===== src/rtl/div_pkg.sv =====
// Shared types and constants for the divider issue/collect stage.
package div_pkg;

  localparam int unsigned DATA_W     = 8;
  localparam int unsigned DIVIDEND_W = 16;
  localparam int unsigned CNT_W      = 4;
  localparam int unsigned BYTE_CNT_W = 2;

  typedef enum logic [1:0] {
    COLLECT = 2'd0,
    WAIT    = 2'd1,
    RESULT  = 2'd2
  } div_state_t;

  localparam logic [BYTE_CNT_W-1:0] BYTE_HI  = 2'd0;
  localparam logic [BYTE_CNT_W-1:0] BYTE_LO  = 2'd1;
  localparam logic [BYTE_CNT_W-1:0] BYTE_DIV = 2'd2;

  localparam logic [DATA_W-1:0] DIV_ERR_Q = 8'hFF;
  localparam logic [DATA_W-1:0] OVF_ERR_R = 8'hFF;

  typedef struct packed {
    logic [DATA_W-1:0] quotient;
    logic [DATA_W-1:0] remainder;
    logic              div0;
    logic              ovf;
  } div_res_t;

  // Quotient fits in 8 bits iff dividend < divisor * 256, i.e. dividend[15:8] < divisor.
  function automatic logic div_fits(input logic [DIVIDEND_W-1:0] dividend,
                                    input logic [DATA_W-1:0]     divisor);
    return dividend < {divisor, 8'h00};
  endfunction

endpackage


===== src/rtl/div_issue_ctrl_if.sv =====
// Operand bus, divider connection and result handshake of the divider issue stage.
interface div_issue_ctrl_if;
  import div_pkg::*;

  logic                  in_valid;
  logic                  in_ready;
  logic [DATA_W-1:0]     in_data;
  logic [DIVIDEND_W-1:0] div_dividend;
  logic [DATA_W-1:0]     div_divisor;
  logic [DATA_W-1:0]     div_quotient;
  logic [DATA_W-1:0]     div_remainder;
  logic                  res_valid;
  logic                  res_ready;
  logic [DATA_W-1:0]     res_quotient;
  logic [DATA_W-1:0]     res_remainder;
  logic                  res_div0;
  logic                  res_ovf;
  logic                  busy;

  modport slave (
    input  in_valid, in_data, div_quotient, div_remainder, res_ready,
    output in_ready, div_dividend, div_divisor, res_valid,
           res_quotient, res_remainder, res_div0, res_ovf, busy
  );

  modport master (
    output in_valid, in_data, div_quotient, div_remainder, res_ready,
    input  in_ready, div_dividend, div_divisor, res_valid,
           res_quotient, res_remainder, res_div0, res_ovf, busy
  );

endinterface


===== src/rtl/div_settle_counter.sv =====
// Loadable down-counter timing the divider settle window.
module div_settle_counter
  import div_pkg::*;
(
  input  logic             clk,
  input  logic             rst,
  input  logic             load,
  input  logic [CNT_W-1:0] load_val,
  input  logic             dec,
  output logic [CNT_W-1:0] cnt,
  output logic             zero_c
);

  assign zero_c = (cnt == '0);

  always_ff @(posedge clk) begin
    if (rst) begin
      cnt <= '0;
    end else if (load) begin
      cnt <= load_val;
    end else if (dec && !zero_c) begin
      cnt <= cnt - CNT_W'(1);
    end
  end

endmodule


===== src/rtl/div_issue_ctrl.sv =====
// Collects dividend/divisor bytes, screens div0/overflow, waits for the divider
// to settle and holds the captured result until the consumer takes it.
module div_issue_ctrl
  import div_pkg::*;
#(
  parameter int unsigned DIV_LATENCY = 2
) (
  input  logic            clk,
  input  logic            rst,
  div_issue_ctrl_if.slave bus
);

  div_state_t             state;
  logic [BYTE_CNT_W-1:0]  byte_cnt;
  logic [DATA_W-1:0]      hi_q;
  logic [DATA_W-1:0]      lo_q;
  logic [DIVIDEND_W-1:0]  dividend_q;
  logic [DATA_W-1:0]      divisor_q;
  div_res_t               res_q;
  logic                   res_valid_q;
  logic                   in_ready_q;
  logic                   busy_q;

  logic                   in_fire_c;
  logic                   last_byte_c;
  logic [DIVIDEND_W-1:0]  dividend_c;
  logic                   cnt_load_c;
  logic [CNT_W-1:0]       wait_cnt;
  logic                   wait_zero_c;

  assign in_fire_c   = bus.in_valid && in_ready_q;
  assign last_byte_c = in_fire_c && (byte_cnt == BYTE_DIV);
  assign dividend_c  = {hi_q, lo_q};
  assign cnt_load_c  = last_byte_c && (bus.in_data != '0) && div_fits(dividend_c, bus.in_data);

  div_settle_counter u_settle (
    .clk      (clk),
    .rst      (rst),
    .load     (cnt_load_c),
    .load_val (CNT_W'(DIV_LATENCY - 1)),
    .dec      (state == WAIT),
    .cnt      (wait_cnt),
    .zero_c   (wait_zero_c)
  );

  always_ff @(posedge clk) begin
    if (rst) begin
      state       <= COLLECT;
      byte_cnt    <= BYTE_HI;
      hi_q        <= '0;
      lo_q        <= '0;
      dividend_q  <= '0;
      divisor_q   <= '0;
      res_q       <= '0;
      res_valid_q <= 1'b0;
      in_ready_q  <= 1'b1;
      busy_q      <= 1'b0;
    end else begin
      case (state)
        COLLECT: begin
          if (in_fire_c) begin
            busy_q <= 1'b1;
            case (byte_cnt)
              BYTE_HI: begin
                hi_q     <= bus.in_data;
                byte_cnt <= BYTE_LO;
              end
              BYTE_LO: begin
                lo_q     <= bus.in_data;
                byte_cnt <= BYTE_DIV;
              end
              default: begin
                byte_cnt   <= BYTE_HI;
                dividend_q <= dividend_c;
                divisor_q  <= bus.in_data;
                in_ready_q <= 1'b0;
                // Error results skip the divider entirely; div0 outranks overflow.
                if (bus.in_data == '0) begin
                  res_q       <= '{quotient: DIV_ERR_Q, remainder: lo_q, div0: 1'b1, ovf: 1'b0};
                  res_valid_q <= 1'b1;
                  state       <= RESULT;
                end else if (!div_fits(dividend_c, bus.in_data)) begin
                  res_q       <= '{quotient: DIV_ERR_Q, remainder: OVF_ERR_R, div0: 1'b0, ovf: 1'b1};
                  res_valid_q <= 1'b1;
                  state       <= RESULT;
                end else begin
                  state <= WAIT;
                end
              end
            endcase
          end
        end
        WAIT: begin
          if (wait_zero_c) begin
            res_q       <= '{quotient: bus.div_quotient, remainder: bus.div_remainder,
                             div0: 1'b0, ovf: 1'b0};
            res_valid_q <= 1'b1;
            state       <= RESULT;
          end
        end
        RESULT: begin
          if (bus.res_ready) begin
            res_valid_q <= 1'b0;
            in_ready_q  <= 1'b1;
            busy_q      <= 1'b0;
            state       <= COLLECT;
          end
        end
        default: begin
          state <= COLLECT;
        end
      endcase
    end
  end

  assign bus.in_ready      = in_ready_q;
  assign bus.div_dividend  = dividend_q;
  assign bus.div_divisor   = divisor_q;
  assign bus.res_valid     = res_valid_q;
  assign bus.res_quotient  = res_q.quotient;
  assign bus.res_remainder = res_q.remainder;
  assign bus.res_div0      = res_q.div0;
  assign bus.res_ovf       = res_q.ovf;
  assign bus.busy          = busy_q;

endmodule


===== src/flat_wrapper.sv =====
// flat-port wrapper written by rule: the top's interface ports become plain ports
module div_issue_ctrl_flat import div_pkg::*;
#(
  parameter int unsigned DIV_LATENCY = 2
)
  (clk, rst, bus_in_valid, bus_in_data, bus_div_quotient, bus_div_remainder, bus_res_ready, bus_in_ready, bus_div_dividend, bus_div_divisor, bus_res_valid, bus_res_quotient, bus_res_remainder, bus_res_div0, bus_res_ovf, bus_busy);
  div_issue_ctrl_if bus_i ();
  input  logic clk;
  input  logic rst;
  input wire logic [$bits(bus_i.in_valid)-1:0] bus_in_valid;
  input wire logic [$bits(bus_i.in_data)-1:0] bus_in_data;
  input wire logic [$bits(bus_i.div_quotient)-1:0] bus_div_quotient;
  input wire logic [$bits(bus_i.div_remainder)-1:0] bus_div_remainder;
  input wire logic [$bits(bus_i.res_ready)-1:0] bus_res_ready;
  output wire logic [$bits(bus_i.in_ready)-1:0] bus_in_ready;
  output wire logic [$bits(bus_i.div_dividend)-1:0] bus_div_dividend;
  output wire logic [$bits(bus_i.div_divisor)-1:0] bus_div_divisor;
  output wire logic [$bits(bus_i.res_valid)-1:0] bus_res_valid;
  output wire logic [$bits(bus_i.res_quotient)-1:0] bus_res_quotient;
  output wire logic [$bits(bus_i.res_remainder)-1:0] bus_res_remainder;
  output wire logic [$bits(bus_i.res_div0)-1:0] bus_res_div0;
  output wire logic [$bits(bus_i.res_ovf)-1:0] bus_res_ovf;
  output wire logic [$bits(bus_i.busy)-1:0] bus_busy;
  assign bus_i.in_valid = bus_in_valid;
  assign bus_i.in_data = bus_in_data;
  assign bus_i.div_quotient = bus_div_quotient;
  assign bus_i.div_remainder = bus_div_remainder;
  assign bus_i.res_ready = bus_res_ready;
  assign bus_in_ready = bus_i.in_ready;
  assign bus_div_dividend = bus_i.div_dividend;
  assign bus_div_divisor = bus_i.div_divisor;
  assign bus_res_valid = bus_i.res_valid;
  assign bus_res_quotient = bus_i.res_quotient;
  assign bus_res_remainder = bus_i.res_remainder;
  assign bus_res_div0 = bus_i.res_div0;
  assign bus_res_ovf = bus_i.res_ovf;
  assign bus_busy = bus_i.busy;
  div_issue_ctrl #(.DIV_LATENCY(DIV_LATENCY)) u_core (.clk(clk), .rst(rst), .bus(bus_i));
endmodule

===== config.mk =====
export PLATFORM = sky130hd
export DESIGN_NAME = div_issue_ctrl_flat
export DESIGN_NICKNAME = d
export VERILOG_FILES = /design/src/rtl/div_pkg.sv /design/src/rtl/div_issue_ctrl_if.sv /design/src/rtl/div_settle_counter.sv /design/src/rtl/div_issue_ctrl.sv /design/src/flat_wrapper.sv
export SDC_FILE = /design/constraint.sdc
export NUM_CORES = 1
export LEC_CHECK = 0
export CAP_MARGIN = 5
export CORE_MARGIN = 5
export CORE_UTILIZATION = 40
export CTS_CLUSTER_DIAMETER = 60
export DETAILED_ROUTE_END_ITERATION = 10
export HOLD_SLACK_MARGIN = 0.05
export PLACE_DENSITY = 0.68
export SYNTH_ARGS = -nofsm -noshare
export SYNTH_HDL_FRONTEND = slang
export SYNTH_HIERARCHICAL = 1
export SYNTH_SLANG_ARGS = --single-unit

===== constraint.sdc =====
create_clock -name clk -period 2.95 [get_ports clk]
set_clock_uncertainty 0.1 [all_clocks]
set_input_delay 0.59 -clock clk [delete_from_list [all_inputs] [get_ports clk]]
set_output_delay 0.59 -clock clk [all_outputs]
set_load 0.02 [all_outputs]

* Word-level counts from Yosys, hierarchy flattened
Cells that the tools add are included.
** Word-level totals
- Flip-flop bits (word level) :: 69
- Output and inout port bits :: 45
- Word-level logic and storage cells :: 82
** Operators by class
- Equal/unequal tests :: 9
- Bitwise gates (word level) :: 1
- $lt $le $gt $ge :: 1
- Reduce and logical (&&, ||, !) cells :: 26
- Muxes and demuxes :: 29
- $add $sub $neg :: 1
** Operator list (count)
- 18-bit 2-to-1 mux :: 5
- 18-bit case mux with 2 select lines :: 1
- 16-bit less-than comparator :: 1
- 1-bit 2-to-1 mux :: 12
- 2-bit 2-to-1 mux :: 6
- 3-bit AND reduction :: 4
- 8-bit zero test :: 1
- 4-bit AND reduction :: 2
- 8-bit nonzero test :: 1
- 2-bit case mux with 3 select lines :: 1
- 6-bit AND reduction :: 1
- 2-bit nonzero test :: 3
- 1-bit logical AND :: 5
- 5-bit AND reduction :: 1
- 2-bit by 1-bit == test with 1-bit output (second input constant) :: 2
- 2-bit == test (second input constant) :: 2
- 2-bit zero test :: 2
- 4-bit zero test :: 1
- 2-bit by 1-bit inequality test with 1-bit output (second input constant) :: 2
- 2-bit inequality test (second input constant) :: 2
- 1-bit case mux with 2 select lines :: 2
- 2-bit case mux with 2 select lines :: 1
- 2-bit OR reduction :: 2
- 4-bit by 1-bit subtractor with 4-bit output (second input constant) :: 1
- 6 further kinds :: 6

* Logic depth before layout (Yosys ltp)
Gate-level depths: netlist (run 1).
- Word-level depth :: 6
- Depth in mapped cells :: 10

* By module
The synthesis (run 1) kept the hierarchy.
** Modules (own cells, without submodules)
- div_issue_ctrl :: cells each 384, area an instance 3110.5 um2, instances 1
- div_settle_counter :: cells each 29, area an instance 262.8 um2, instances 1

* Least setup slack after synthesis (run 1)
OpenSTA, ideal clock, no wires.
- Path kind :: in2reg
- Start :: in bus_in_data[2]
- End :: reg u_core.u_settle.cnt[1]
- Arrival :: 2787 ps
- Required time :: 2728 ps
- Setup slack :: -59 ps
- Setup time :: 122 ps
- Path buffers :: 1
- Cell stages on the path :: 9
- Path through :: inv_1 -> ha_1 -> a211oi_1 -> o21ai_0 -> a211o_1 -> clkbuf_1 -> nor4_1 -> nor3_1 -> a311o_1
** On the way
- Word-level cells in the longest chain between the ends :: 4
** RTL lines
- from (decl) :: RTL line flat_wrapper.sv:11 : input wire logic [$bits(bus_i.in_data)-1:0] bus_in_data;
- branches (longest 2 deep; another with 16-bit less-than comparator)
- 1-bit logical AND * :: RTL line div_issue_ctrl.sv:34 : assign cnt_load_c = last_byte_c && (bus.in_data != '0) && div_fits(dividend_c, bus.in_data);
- net u_core.cnt_load_c :: RTL line div_issue_ctrl.sv:27 : logic cnt_load_c;
- 2-bit OR reduction (no line) *
- to (signal assigned) :: RTL line div_settle_counter.sv:20 : cnt <= load_val;
- to (signal assigned) :: RTL line div_settle_counter.sv:22 : cnt <= cnt - CNT_W'(1);
- to (decl) :: RTL line div_settle_counter.sv:10 : output logic [CNT_W-1:0] cnt,
Mark *: on every way through the listed nets, which the timed path passes.
A chain may end at the register's enable or synchronous reset.

* Worst setup path after layout (run 1)
Same ends and word-level chain as after synthesis.

==> results.tsv, run 1 <==
metric	value	unit
regToRegEndpoint	u_core/bus.res_valid	
hold_start	u_core/bus.div_dividend[2]	
synthArstFlopShare	0	
grt_max_degree	43	
yosys.area.top_type_share	0.409	
rsz0062_at_grt	no	
drc_errors	0	
grt_pass1_wl	15100	um
clock_sinks	69	
slew_headroom	0.397	
synth-seq-cells	69	
hpwl	6510	um
routed_wl	9160	um
status	completed	
ff2ff_path_depth	9	
hold_violations	0	
hp-class	reg2reg	
ir_drop	0.327	mV
cp.required	3.08	ns
post_drt_wl_per_cell	15.0	um
final_core_util	0.556	
path_class	in2reg	
ys_types	47	
layout-drive-gt1-share	0.125	
io_pins	73	
cts_buffer_depth	2	
synth_area_leaders	dfxtp_1, nand2_1, a21oi_1, ha_1, nor3b_1	
die_h	102	um
num_rows	33	
synth_edf_count	0	
drt.antenna.violating_nets	0	
diodes	0	
io_buffer_count	72	
r2r_setup_slack	0.36	ns
setup_violations	0	
antenna_found_initial	0	
drv_cap	0	
insertion_delay	0.35	ns
post-place-ws	-0.204	ns
yosysWarnings	6	
final_common_cell	nand2_1	
synth.avg_cell_area	8.17	um2
clockRootBuffer	clkbuf_8	
cts_tree	built	
post_cts_buffers	0	
cellLeakagePower	1.64	nW
min_to	u_core/bus.div_dividend[2]	
final_cell_mix	nand2_1, clkdlybuf4s50_1, dfxtp_1	
max_clock_freq	0.359	GHz
cts_inserted_buffers	9	
cp.arrival	2.92	ns
finalNetCount	538	
vias	3227	
maxSlewViolCount	0	
die_w	102	um
start_util	0.411	
grt_usage	0.184	
die_area	10400	um2
mappedNetlistArea	3370	um2
tightest_slew	0.904	ns
end_kind	register	
ys.flop_type	dfxtp_1	
htreeDepth	3	
path_clk_slew	0.07	ns
setup_ws	0.162	ns
worst_setup_path_start_kind	input pin	
drt-vias-per-instance	5.30	
min_path_cells	2	
ys_seq_area_frac	0.409	
yosysTopAreaCell	dfxtp_1	
synthToLayoutAreaGrowth	35.4	%
grt-ovfl-total	0	
coreArea	8220	um2
crit-reg2reg-launch	u_core/u_settle/cnt[1]	
synth_cells	413	
ctsResizeCount	0	
drt_iter0_markers	120	
fin_crit	2.79	ns
p_per_area	718	nW/um2
dr.pass1.iters	4	
gp_congestion	0.811	
hold_buffers	0	
crit_path_max_fanout	3	
min_period_over_period	0.945	
grt_pass1_vias	3227	
## critical path, stage by stage
cell and delay, ns:
clkdlybuf4s50_1 0.48, inv_1 0.05, ha_1 0.30, a211oi_1 0.25
o21ai_0 0.17, a211o_1 0.37, nor4_4 0.20, buf_4 0.18
a2111oi_4 0.03, a311o_1 0.29
## flip-flops by register name (all words and copies together), names as in the netlist
signal	flops
u_core/lo_q	8
u_core/bus.res_div0	1
u_core/bus.in_ready	1
u_core/bus.div_divisor	8
u_core/bus.res_quotient	8
u_core/bus.div_dividend	16
u_core/hi_q	8
u_core/u_settle/cnt	4
u_core/bus.res_remainder	8
u_core/bus.res_valid	1
u_core/bus.res_ovf	1
u_core/bus.busy	1
u_core/byte_cnt	2
u_core/state	2
## worst max-delay path by stage
| stage | start | endpoint | slack [ns] | cells after the start |
|---|---|---|---|---|
| 3_3_place_gp | bus_in_data[2] | u_core/u_settle/cnt[1] | -0.14 | 10 |
| 2_1_floorplan | bus_in_data[2] | u_core/u_settle/cnt[1] | 0.16 | 9 |
| 3_5_place_dp | bus_in_data[2] | u_core/u_settle/cnt[1] | -0.20 | 10 |
| 6_report | bus_in_data[2] | u_core/u_settle/cnt[1] | 0.16 | 10 |
| 5_1_grt | bus_in_data[2] | u_core/u_settle/cnt[1] | 0.004 | 10 |
| 4_1_cts | bus_in_data[2] | u_core/u_settle/cnt[1] | 0.14 | 10 |
## synthesized netlist by cell type (2+ instances only)
| cell | instances |
|---|---|
| a2111oi_0 | 9 |
| a2111oi_2 | 7 |
| a211o_1 | 2 |
| a211oi_1 | 13 |
| a21o_1 | 2 |
| a21oi_1 | 39 |
| a311oi_1 | 2 |
| a31oi_1 | 11 |
| buf_1 | 2 |
| buf_2 | 6 |
| buf_6 | 2 |
| clkbuf_1 | 17 |
| conb_1 | 2 |
| dfxtp_1 | 69 |
| ha_1 | 11 |
| inv_1 | 26 |
| mux2i_1 | 9 |
| nand2_1 | 78 |
| nand3_1 | 11 |
| nor2_1 | 35 |
| nor2b_1 | 4 |
| nor3_1 | 2 |
| nor3b_1 | 18 |
| nor4_1 | 2 |
| o21ai_0 | 12 |
## metal layers
metal	global-route usage	share of wire	up-vias
li1	-	-	1619
met1	0.241	0.46	1509
met2	0.288	0.47	86
met3	0.0464	0.059	13
met4	0.0797	0.016	0
met5	0	0	-
## cell type report
type	count	area (um2)
Tap cell	105	131
Timing Repair Buffer	100	938
Multi-Input combinational cell	291	1790
Clock buffer	9	124
Fill cell	773	3650
Clock inverter	7	97.6
Sequential cell	69	1380
Inverter	28	105
## power breakdown
| group | switching (W) | internal [W] | total, W |
|---|---|---|---|
| sequential | 0.000104 | 0.00105 | 0.00116 |
| combinational | 0.000745 | 0.000514 | 0.00126 |
| clock | 0.000387 | 0.000479 | 0.000865 |
## kinds of logic after synthesis
| family | after synthesis | synth area share |
|---|---|---|
| muxes | 9 | 0.0267 |
| AOI/OAI and AO/OA | 107 | 0.228 |
| adders and majority gates | 11 | 0.0408 |
| DFF | 69 | 0.409 |
| buffers and inverters | 55 | 0.0679 |
| other | 2 | 0.00223 |
| and+or+nand+nor | 160 | 0.224 |
## stage by stage
step	power, W	TNS (ns)	hold WS (ns)	std cells	instance area [um2]
floorplan	0.00198	0	0.345	415	3390
global placement	0.00240	-0.185	0.345	593	4340
detailed placement	0.00243	-1.15	0.348	593	4340
CTS	0.00330	0	0.358	609	4560
global route	0.00348	0	0.379	609	4570
finish	0.00328	0	0.355	609	4570
(Power assumes the default switching activity.)
==> run 2, diff against run 1 <==
CAP_MARGIN = default   (was 5)
==> results of run 2 <==
The final DEF is identical to that of run 1; final timing and power are the same.
==> run 3, diff against run 2 <==
==> constraint.sdc (replaced) <==
create_clock -name clk -period 2.95 [get_ports clk]
set_clock_uncertainty 0.1 [all_clocks]
set_input_delay 0.4425 -clock clk [delete_from_list [all_inputs] [get_ports clk]]
set_output_delay 0.4425 -clock clk [all_outputs]
set_load 0.02 [all_outputs]
==> results.tsv, run 3 (synthesis gave the netlist of run 1 again) <==
metric	value	unit	change
drt.antenna.violating_nets	0		unchanged
dr.pass1.iters	4		unchanged
drc_errors	0		unchanged
ff2ff_path_depth	9		unchanged
max_clock_freq	0.380	GHz	was 0.359 GHz
antenna_found_initial	0		unchanged
path_clk_slew	0.08	ns	was 0.07 ns
vias	3231		was 3227
layout-drive-gt1-share	0.121		was 0.125
grt_pass1_wl	15300	um	was 15100 um
fin_cells	608		was 609
top_layer	met4		unchanged
hold_violations	0		unchanged
hold_buffers	0		unchanged
io_pins	73		unchanged
htreeDepth	3		unchanged
min_period_over_period	0.891		was 0.945
synthToLayoutAreaGrowth	35.9	%	was 35.4%
hp-class	reg2reg		unchanged
dp_cells	592		was 593
grt-ovfl-total	0		unchanged
diodes	0		unchanged
setup_violations	0		unchanged
die_h	102	um	unchanged
clock_sinks	69		unchanged
die_area	10400	um2	unchanged
drt-met1-wl	4250	um	was 4210 um
drt_iter0_markers	133		was 120
cp.required	3.09	ns	was 3.08 ns
gp_congestion	0.822		was 0.811
clockRootBuffer	clkbuf_8		unchanged
final_core_util	0.558		was 0.556
io_buffer_count	72		unchanged
largest_reg_flops	16		unchanged
post_cts_buffers	0		unchanged
crit_path_max_fanout	4		was 3
hold_start	u_core/bus.div_dividend[0]		was u_core/bus.div_dividend[2]
end_kind	register		unchanged
tightest_slew	0.912	ns	was 0.904 ns
finalNetCount	537		was 538
met2_length	4370	um	was 4260 um
post_drt_wl_per_cell	15.3	um	was 15.0 um
setup_ws	0.320	ns	was 0.162 ns
crit-reg2reg-launch	u_core/u_settle/cnt[1]		unchanged
hpwl	6490	um	was 6510 um
cts_buffer_depth	2		unchanged
status	completed		unchanged
grt_pass1_vias	3211		was 3227
die_w	102	um	unchanged
final_cell_mix	nand2_1, clkdlybuf4s50_1, dfxtp_1		unchanged
grt_usage	0.186		was 0.184
insertion_delay	0.35	ns	about the same
drv_cap	0		unchanged
final_common_cell	nand2_1		unchanged
start_util	0.411		unchanged
fin_crit	2.63	ns	was 2.79 ns
worst_setup_path_start_kind	input pin		unchanged
path_class	in2reg		unchanged
min_to	u_core/bus.div_dividend[0]		was u_core/bus.div_dividend[2]
ctsResizeCount	0		unchanged
cts_inserted_buffers	9		unchanged
min_path_cells	2		unchanged
cellLeakagePower	1.66	nW	was 1.64 nW
regToRegEndpoint	u_core/bus.res_valid		unchanged
routed_wl	9300	um	was 9160 um
rsz0062_at_grt	no		unchanged
post-place-ws	-0.0393	ns	was -0.204 ns
maxSlewViolCount	0		unchanged
dr_wl_met3	512	um	was 538 um
ir_drop	0.349	mV	was 0.327 mV
r2r_setup_slack	0.40	ns	was 0.36 ns
cp.arrival	2.77	ns	was 2.92 ns
grt_max_degree	32		was 43
slew_headroom	0.392		was 0.397
coreArea	8220	um2	unchanged
cts_tree	built		unchanged
drt-vias-per-instance	5.31		was 5.30
p_per_area	750	nW/um2	was 718 nW/um2
num_rows	33		unchanged
-- run 3: cell count changes in the layout (fill, tap and decap cells not counted) --
cell,change
bufinv_16,+2
clkinvlp_4,-2
buf_12,-1
clkbuf_8,+1
inv_6,-1
nor4_1,+1
nor4_4,-1
-- run 3: worst max-delay path by stage --
| stage | startpoint | end | slack (ns) | cells after the start |
|---|---|---|---|---|
| after floorplan | bus_in_data[2] | u_core/u_settle/cnt[1] | 0.09 | 9 |
| after CTS | bus_in_data[2] | u_core/u_settle/cnt[1] | 0.33 | 10 |
| after detailed placement | bus_in_data[2] | u_core/u_settle/cnt[1] | -0.04 | 10 |
| after global routing | u_core/u_settle/cnt[1] | u_core/bus.res_valid | 0.19 | 9 |
| final | bus_in_data[2] | u_core/u_settle/cnt[1] | 0.32 | 10 |
| after global placement | bus_in_data[2] | u_core/u_settle/cnt[1] | -0.004 | 10 |
-- run 3: critical path, cell delays in order --
cell and delay (ns):
clkdlybuf4s50_1 0.48, inv_1 0.05, ha_1 0.30, a211oi_1 0.24
o21ai_0 0.15, a211o_1 0.34, nor4_1 0.18, buf_4 0.18
nor3_1 0.05, a311o_1 0.36
-- run 3: routing by layer --
| layer | GRT usage | vias up |
|---|---|---|
| li1 | - | 1612 |
| met1 | 0.243 | 1520 |
| met2 | 0.293 | 87 |
| met3 | 0.0423 | 12 |
| met4 | 0.0848 | 0 |
| met5 | 0 | - |
-- run 3: cell type report --
type / count / area (um2)
fill: 756 / 3630
sequential: 69 / 1380
inverter: 28 / 105
timing repair buffer: 99 / 918
tap: 105 / 131
clock inverter: 6 / 134
clock buffer: 10 / 138
multi-input combinational: 291 / 1780
-- run 3: through the flow --
step           total power (W)  hold slack [ns]  cell area, um2  setup TNS (ns)
5_1_grt                0.00364            0.383            4580               0
4_1_cts                0.00345            0.359            4580               0
3_5_place_dp           0.00240            0.348            4310         -0.0393
3_3_place_gp           0.00237            0.346            4310        -0.00443
6_report               0.00344            0.355            4580               0
2_1_floorplan          0.00198            0.345            3380               0
-- run 3: power by group --
| part | switching (W) | total, W | internal (W) |
|---|---|---|---|
| Sequential | 0.000104 | 0.00116 | 0.00105 |
| Clock | 0.000376 | 0.00105 | 0.000670 |
| Combinational | 0.000740 | 0.00123 | 0.000490 |
